--- config.mk ---
export PLATFORM = sky130hd
export DESIGN_NAME = mem_stage_lsu
export DESIGN_NICKNAME = d
export VERILOG_FILES = /design/src/rtl/mem_stage_pkg.sv /design/src/rtl/mem_align.sv /design/src/rtl/mem_stage_lsu.sv
export SDC_FILE = /design/constraint.sdc
export NUM_CORES = 1
export LEC_CHECK = 0
export BUFFER_PORTS_ARGS = -buffer_cell sky130_fd_sc_hd__buf_2
export CAP_MARGIN = 20
export CORE_MARGIN = 3
export CORE_UTILIZATION = 48
export CTS_CLUSTER_SIZE = 40
export DETAILED_ROUTE_END_ITERATION = 6
export HOLD_SLACK_MARGIN = 0.1
export PLACE_DENSITY_LB_ADDON = 0.1
export SLEW_MARGIN = 40
export SYNTH_ARGS = -nofsm -noshare
export SYNTH_HDL_FRONTEND = slang
export SYNTH_SLANG_ARGS = --single-unit
--- constraint.sdc ---
create_clock -name clk -period 2.1 [get_ports clk]
set_clock_uncertainty 0.1 [all_clocks]
set_input_delay 0.105 -clock clk [delete_from_list [all_inputs] [get_ports clk]]
set_output_delay 0.105 -clock clk [all_outputs]
set_load 0.005 [all_outputs]
--- src/rtl/mem_stage_pkg.sv ---
// Shared encodings and helpers for the MEM-stage load/store unit:
// access sizes, branch funct3 codes, FSM states and byte-enable width derivation.
package mem_stage_pkg;

  typedef enum logic [1:0] {
    SIZE_B = 2'b00,
    SIZE_H = 2'b01,
    SIZE_W = 2'b10,
    SIZE_D = 2'b11
  } memSize_e;

  typedef enum logic [2:0] {
    BR_BEQ  = 3'b000,
    BR_BNE  = 3'b001,
    BR_BLT  = 3'b100,
    BR_BGE  = 3'b101,
    BR_BLTU = 3'b110,
    BR_BGEU = 3'b111
  } brFunct3_e;

  typedef enum logic [1:0] {
    IDLE   = 2'b00,
    REQ    = 2'b01,
    WAIT_R = 2'b10,
    DONE   = 2'b11
  } lsuState_e;

  // One byte-enable bit per byte of the data bus.
  function automatic int beWidth(input int xlen);
    return xlen / 8;
  endfunction

endpackage

--- src/rtl/mem_align.sv ---
// Combinational lane steering: store-side byte enables, lane replication and
// misalignment detection; load-side lane extraction with sign/zero extension.
module mem_align
  import mem_stage_pkg::*;
#(
  parameter int XLEN = 32,
  parameter int BE_W = beWidth(XLEN)
) (
  input  logic [1:0]               stSize,
  input  logic [2:0]               stAddrLow,
  input  logic [XLEN-1:0]          stData,
  output logic [BE_W-1:0]          stBe,
  output logic [XLEN-1:0]          stWdata,
  output logic                     stMisalign,
  input  logic [1:0]               ldSize,
  input  logic [$clog2(BE_W)-1:0]  ldOff,
  input  logic                     ldUnsigned,
  input  logic [XLEN-1:0]          ldData,
  output logic [XLEN-1:0]          ldResult
);

  localparam int OFF_W = $clog2(BE_W);

  logic [BE_W-1:0] sizeMask;
  logic [XLEN-1:0] ldShifted;

  // NOTE: every output of a combinational block gets a default first, so no
  // path through the case statements can leave it unassigned and infer a latch.
  always_comb begin
    sizeMask   = '0;
    stWdata    = stData;
    stMisalign = 1'b0;
    case (stSize)
      SIZE_B: begin
        sizeMask = BE_W'(1'b1);
        stWdata  = {BE_W{stData[7:0]}};
      end
      SIZE_H: begin
        sizeMask   = BE_W'(2'b11);
        stWdata    = {(BE_W / 2){stData[15:0]}};
        stMisalign = stAddrLow[0];
      end
      SIZE_W: begin
        sizeMask   = BE_W'(4'hF);
        stWdata    = {(XLEN / 32){stData[31:0]}};
        stMisalign = |stAddrLow[1:0];
      end
      default: begin
        // A dword access cannot be served by a 32-bit bus at all.
        sizeMask   = '1;
        stWdata    = stData;
        stMisalign = (XLEN == 32) || (|stAddrLow[2:0]);
      end
    endcase
  end

  assign stBe = sizeMask << stAddrLow[OFF_W-1:0];

  assign ldShifted = ldData >> {ldOff, 3'b000};

  always_comb begin
    ldResult = ldShifted;
    case (ldSize)
      SIZE_B: ldResult = ldUnsigned ? XLEN'(ldShifted[7:0])
                                    : XLEN'($signed(ldShifted[7:0]));
      SIZE_H: ldResult = ldUnsigned ? XLEN'(ldShifted[15:0])
                                    : XLEN'($signed(ldShifted[15:0]));
      SIZE_W: ldResult = ldUnsigned ? XLEN'(ldShifted[31:0])
                                    : XLEN'($signed(ldShifted[31:0]));
      default: ldResult = ldShifted;
    endcase
  end

endmodule

--- src/rtl/mem_stage_lsu.sv ---
// MEM stage of the 5-stage pipeline: branch resolution from ALU flags plus a
// load/store unit on a req/gnt/rvalid data bus, with valid/ready on both sides.
module mem_stage_lsu
  import mem_stage_pkg::*;
#(
  parameter int XLEN   = 32,
  parameter int ADDR_W = 32,
  parameter int BE_W   = beWidth(XLEN)
) (
  input  logic              clk,
  input  logic              rst_,
  input  logic              in_valid,
  output logic              in_ready,
  input  logic              branch,
  input  logic              jump,
  input  logic [2:0]        br_funct3,
  input  logic              Z,
  input  logic              C,
  input  logic              N,
  input  logic              V,
  input  logic              mem_rd,
  input  logic              mem_wrt,
  input  logic [1:0]        mem_size,
  input  logic              mem_unsigned,
  input  logic [ADDR_W-1:0] addr,
  input  logic [XLEN-1:0]   wdata,
  output logic              out_valid,
  input  logic              out_ready,
  output logic [XLEN-1:0]   rdata,
  output logic              assert_boj,
  output logic              misalign,
  output logic              dmem_req,
  output logic              dmem_we,
  output logic [BE_W-1:0]   dmem_be,
  output logic [ADDR_W-1:0] dmem_addr,
  output logic [XLEN-1:0]   dmem_wdata,
  input  logic              dmem_gnt,
  input  logic              dmem_rvalid,
  input  logic [XLEN-1:0]   dmem_rdata
);

  localparam int OFF_W = $clog2(BE_W);

  lsuState_e        state, nextState;
  logic             accept, brTaken, misNow, toBus;
  logic             bojQ, misQ, isLoadQ, ldUnsQ;
  logic [1:0]       ldSizeQ;
  logic [OFF_W-1:0] ldOffQ;
  logic [BE_W-1:0]  alignBe;
  logic [XLEN-1:0]  alignWdata, alignRdata;
  logic             alignMis;

  mem_align #(
    .XLEN(XLEN),
    .BE_W(BE_W)
  ) uAlign (
    .stSize    (mem_size),
    .stAddrLow (addr[2:0]),
    .stData    (wdata),
    .stBe      (alignBe),
    .stWdata   (alignWdata),
    .stMisalign(alignMis),
    .ldSize    (ldSizeQ),
    .ldOff     (ldOffQ),
    .ldUnsigned(ldUnsQ),
    .ldData    (dmem_rdata),
    .ldResult  (alignRdata)
  );

  always_comb begin
    brTaken = 1'b0;
    case (br_funct3)
      BR_BEQ:  brTaken = Z;
      BR_BNE:  brTaken = ~Z;
      BR_BLT:  brTaken = N ^ V;
      BR_BGE:  brTaken = ~(N ^ V);
      BR_BLTU: brTaken = C;
      BR_BGEU: brTaken = ~C;
      default: brTaken = 1'b0;
    endcase
  end

  assign in_ready = (state == IDLE) && !rst_;
  assign accept   = in_valid && in_ready;
  assign misNow   = (mem_rd || mem_wrt) && alignMis;
  assign toBus    = (mem_rd || mem_wrt) && !alignMis;

  assign out_valid  = (state == DONE);
  assign dmem_req   = (state == REQ);
  assign assert_boj = bojQ && out_valid;
  assign misalign   = misQ && out_valid;

  // NOTE: sequential state is written with non-blocking assignments so every
  // register samples its inputs from before the edge, independent of order.
  always_ff @(posedge clk) begin
    if (rst_) state <= IDLE;
    else      state <= nextState;
  end

  always_comb begin
    nextState = state;
    case (state)
      IDLE:    if (in_valid) nextState = toBus ? REQ : DONE;
      REQ:     if (dmem_gnt) nextState = isLoadQ ? WAIT_R : DONE;
      WAIT_R:  if (dmem_rvalid) nextState = DONE;
      DONE:    if (out_ready) nextState = IDLE;
      default: nextState = IDLE;
    endcase
  end

  always_ff @(posedge clk) begin
    if (rst_) begin
      bojQ       <= 1'b0;
      misQ       <= 1'b0;
      isLoadQ    <= 1'b0;
      ldUnsQ     <= 1'b0;
      ldSizeQ    <= '0;
      ldOffQ     <= '0;
      rdata      <= '0;
      dmem_we    <= 1'b0;
      dmem_be    <= '0;
      dmem_addr  <= '0;
      dmem_wdata <= '0;
    end else begin
      if (accept) begin
        bojQ    <= (branch && brTaken) || jump;
        misQ    <= misNow;
        isLoadQ <= mem_rd;
        ldUnsQ  <= mem_unsigned;
        ldSizeQ <= mem_size;
        ldOffQ  <= addr[OFF_W-1:0];
        rdata   <= '0;
        if (toBus) begin
          // A combined load+store performs only the load.
          dmem_we    <= mem_wrt && !mem_rd;
          dmem_be    <= alignBe;
          dmem_addr  <= {addr[ADDR_W-1:OFF_W], OFF_W'(0)};
          dmem_wdata <= alignWdata;
        end else begin
          dmem_we    <= 1'b0;
          dmem_be    <= '0;
          dmem_addr  <= '0;
          dmem_wdata <= '0;
        end
      end
      if (state == WAIT_R && dmem_rvalid) rdata <= alignRdata;
    end
  end

endmodule

==> summary.txt <==
Power
  • Sequential power share: a little over two fifths
  • P per Cell Area: 729 nW/µm²
  • Total power: 5480 µW
  • Combinational power share: 30.2%
  • Internal: 3720 µW
  • Peak VDD IR: about 0.00037 V
  • Sw Pwr: around 1800 µW
  • Clock share of power: 26.0%
  • Sw Share: between 30% and 40%
  • P_leak: 0.00326 µW

Detailed routing
  • DR WL/cell: 16.3 µm
  • Post-route antenna net violation count: 0
  • Via Count: 5,499
  • Initial drt markers: between 300 and 400
  • Number of vias per cell: 5.36
  • # DRC: 0
  • Routed WL: 16,700 µm
  • 1st-pass router iterations: 5

CTS
  • H-Tree Depth: 3
  • Bufs on Longest Clock Path: 2
  • CTS tree: yes
  • Clock transition at the registers of the reported paths: ~0.11 ns
  • CTS root buffer: clkbuf_8
  • Clk sink count: 109
  • Clk_lat worst skew: 0.36 ns
  • Num CTS Buffers: 9

Floorplanning
  • Floorplan Core Area: 10,400 µm²
  • Die Span X: 110 µm
  • # rows: 37
  • Die area: ~12,000 µm²
  • Initial Utilization: 49.7%
  • DIE HEIGHT: 110 µm
  • Top-level port count: roughly 220

Status
  • Status: finished, final reports clean

Synth
  • Avg Inst Size Synth: between 8 and 9 µm²
  • Post-synth design cell area: 5160 µm²
  • Post-synthesis sequential area ratio: 42.3%
  • Ys async rst share: 0%
  • Post-Syn Instances: around 600
  • YS warnings: 0
  • Ys flop type: dfxtp_1
  • Library cells used by synthesis: 47
  • Post-synth EDFFs: 0
  • FF+latch count, synth: 109

Placement
  • Area after DPL: 6360 µm²
  • GPL Wtd Cong: between 0.8 and 0.9
  • # port buffers: ~220
  • Hpwl dp: 11,000 µm

Cells and area
  • Post-route cell area: 7520 µm²
  • Diodes inserted: 0
  • Commonest non-fill, non-tap cell in the layout: buf_2
  • Layout Nets: just over 1,000
  • Most frequent cells in the layout: 218 x buf_2, 108 x dfxtp_1, 92 x nand2_1, 92 x dlygate4sd3_1, 64 x a21oi_1
  • Share of layout cells above drive strength 1: between 30% and 40%
  • Syn-to-layout area delta: 45.9%

GRT
  • Largest net degree at the start of global routing: 44
  • First-pass GRT wire length: 25,900 µm
  • Total track usage: 27.1%
  • Vias in the first global route: 5,457
  • Initial antenna violation count: 0
  • GRT overflow: 0

Worst setup path
  • CP startpoint kind: register
  • Most common cell on crit path: buf_4
  • Reg-to-reg critical path startpoint: state[0]$_SDFFE_PP0P_
  • Terminus of the critical flop-to-flop path: state[1]$_SDFFE_PP0P_
  • Crit path max-delay family: compound AO/OA/AOI/OAI gates
  • Critical Path Sink: state[1]$_SDFFE_PP0P_
  • WP depth: 8
  • R2R depth: 8
  • CP cell instances: inv_1 -> ha_1 -> nor2b_1 -> a2111oi_2 -> buf_4 -> buf_4 -> nor3_1 -> a31o_2
  • CP arrival: 2.18 ns
  • Largest fanout on the critical path: 5
  • Buf/Inv on CP: 3
  • Critical Path RT: roughly 2.3 ns
  • Slowest-stage cell, CP: dfxtp_1
  • CP peak stage delay: about 0.39 ns
  • Critical path class: reg -> reg
  • Reg-to-reg setup timing slack: between 0.08 and 0.09 ns
  • CP Capture Type: register
  • CP startpoint: state[0]$_SDFFE_PP0P_

STA
  • Min Hold Slack: 0.127 ns
  • Slew margin rel.: 62.8%
  • Final hold vios: 0
  • Final Max Tran Viols: 0
  • Slew @ Worst Pin: 0.557 ns
  • Setup violators final: 0
  • Fmax: a little under 500 MHz
  • Period minus WS final: 2.01 ns
  • Final period util: 95.9%

Hold path
  • Hold crit path type: in -> reg

Flow run
  • Maximum Capacitance Violations: 0
## how the worst min path moves through the flow
| stage | endpoint | from | cells after the start | slack [ns] |
|---|---|---|---|---|
| 2_1_floorplan | isLoadQ$_SDFFE_PP0P_ | mem_rd | 2 | 0.10 |
| 3_3_place_gp | ldUnsQ$_SDFFE_PP0P_ | mem_unsigned | 3 | 0.20 |
| 3_5_place_dp | ldUnsQ$_SDFFE_PP0P_ | mem_unsigned | 3 | 0.20 |
| 4_1_cts | rdata[20]$_SDFFE_PP0P_ | dmem_rdata[20] | 4 | 0.11 |
| 5_1_grt | rdata[16]$_SDFFE_PP0P_ | dmem_rdata[16] | 4 | 0.14 |
| 6_report | rdata[21]$_SDFFE_PP0P_ | dmem_rdata[21] | 4 | 0.13 |
## power by group through the flow
| stage | Clock, µW | Combinational (µW) | Sequential (µW) |
|---|---|---|---|
| after global placement | 0 | 1420 | 2430 |
| after global routing | 1530 | 1820 | 2420 |
| after floorplan | 0 | 895 | 2430 |
| after detailed placement | 0 | 1470 | 2440 |
| final | 1430 | 1660 | 2400 |
| after CTS | 1460 | 1610 | 2390 |
## per-stage QoR
stage	utilization, %	setup WS, ns	setup TNS, ns	std cells
4_1_cts	72.4	0.0604	0	1025
6_report	72.5	0.0871	0	1026
3_5_place_dp	61.3	0.0855	0	917
3_3_place_gp	61.3	0.279	0	917
2_1_floorplan	-	0.296	0	592
5_1_grt	72.5	-0.00180	-0.00180	1026
## cell families (layout without fill, tap and decap cells)
group	count (synthesis)	count (layout)	share of synthesized area [%]
buf+inv	56	354	5.31
xor+xnor	4	4	0.680
flops	109	109	42.3
simple gates	203	203	20.3
mux	49	49	10.1
fa+ha+maj	5	5	1.21
compound gates	164	164	20.0
other cells	1	2	0.0727
## registers in the layout, indices dropped and copies added (netlist names)
| name | count |
|---|---|
| ldSizeQ | 2 |
| isLoadQ | 1 |
| bojQ | 1 |
| ldOffQ | 2 |
| ldUnsQ | 1 |
| dmem_be | 4 |
| dmem_wdata | 32 |
| dmem_addr | 30 |
| rdata | 32 |
| dmem_we | 1 |
| state | 2 |
| misQ | 1 |
## Yosys cell counts, types with 2 or more instances
cell type / n / area (µm²)
ha_1: 5 / 62.6
o2bb2ai_1: 7 / 61.3
mux2_2: 15 / 169
o31ai_1: 3 / 22.5
dfxtp_1: 109 / 2180
o21ai_0: 37 / 185
nand3b_1: 6 / 45.0
nand3_2: 20 / 200
o211ai_1: 9 / 67.6
buf_8: 2 / 30.0
a22oi_1: 16 / 120
nand3_1: 35 / 175
inv_1: 5 / 18.8
clkbuf_1: 23 / 86.3
nor2_2: 3 / 18.8
and2_1: 3 / 18.8
mux2i_1: 33 / 330
buf_2: 21 / 105
nor2_1: 12 / 45.0
buf_4: 2 / 15.0
a21oi_2: 20 / 175
nor2b_1: 9 / 56.3
xnor2_1: 3 / 26.3
nor3_1: 13 / 65.1
buf_1: 2 / 7.51
a21o_1: 2 / 15.0
a21oi_1: 64 / 320
nand2_1: 93 / 349
## worst register-to-register path, stage by stage, from the launching register on
cell	delay, ns
dfxtp_1	0.39
inv_1	0.13
ha_1	0.24
nor2b_1	0.14
a2111oi_2	0.39
buf_4	0.17
buf_4	0.11
nor3_1	0.04
a31o_2	0.21
## area by class of cell
class                           count  area (µm²)
Clock buffer                       10         128
Clock inverter                      6        96.3
Fill cell                         815        2850
Inverter                            5        18.8
Multi-Input combinational cell    427        2720
Sequential cell                   109        2180
Tap cell                          136         170
Timing Repair Buffer              333        2210
## per-layer routing
metal	part of all wire [%]	wire (µm)	vias to the layer above	GRT usage, %
li1	-	-	2660	-
met1	39	6480	2560	30.7
met2	51	8550	241	49.0
met3	7.6	1270	38	6.34
met4	2.6	432	0	10.7
met5	0	0	-	0
## timing repair
| item | CTS | global route |
|---|---|---|
| gates resized for setup | 0 | 4 |
| hold endpoints to repair | 92 | 0 |
| hold buffers | 92 | 0 |
| buffers inserted | 0 | 1 |
| endpoints found under the setup margin | 0 | 9 |
Note: power is estimated with default switching activity, not from simulation.
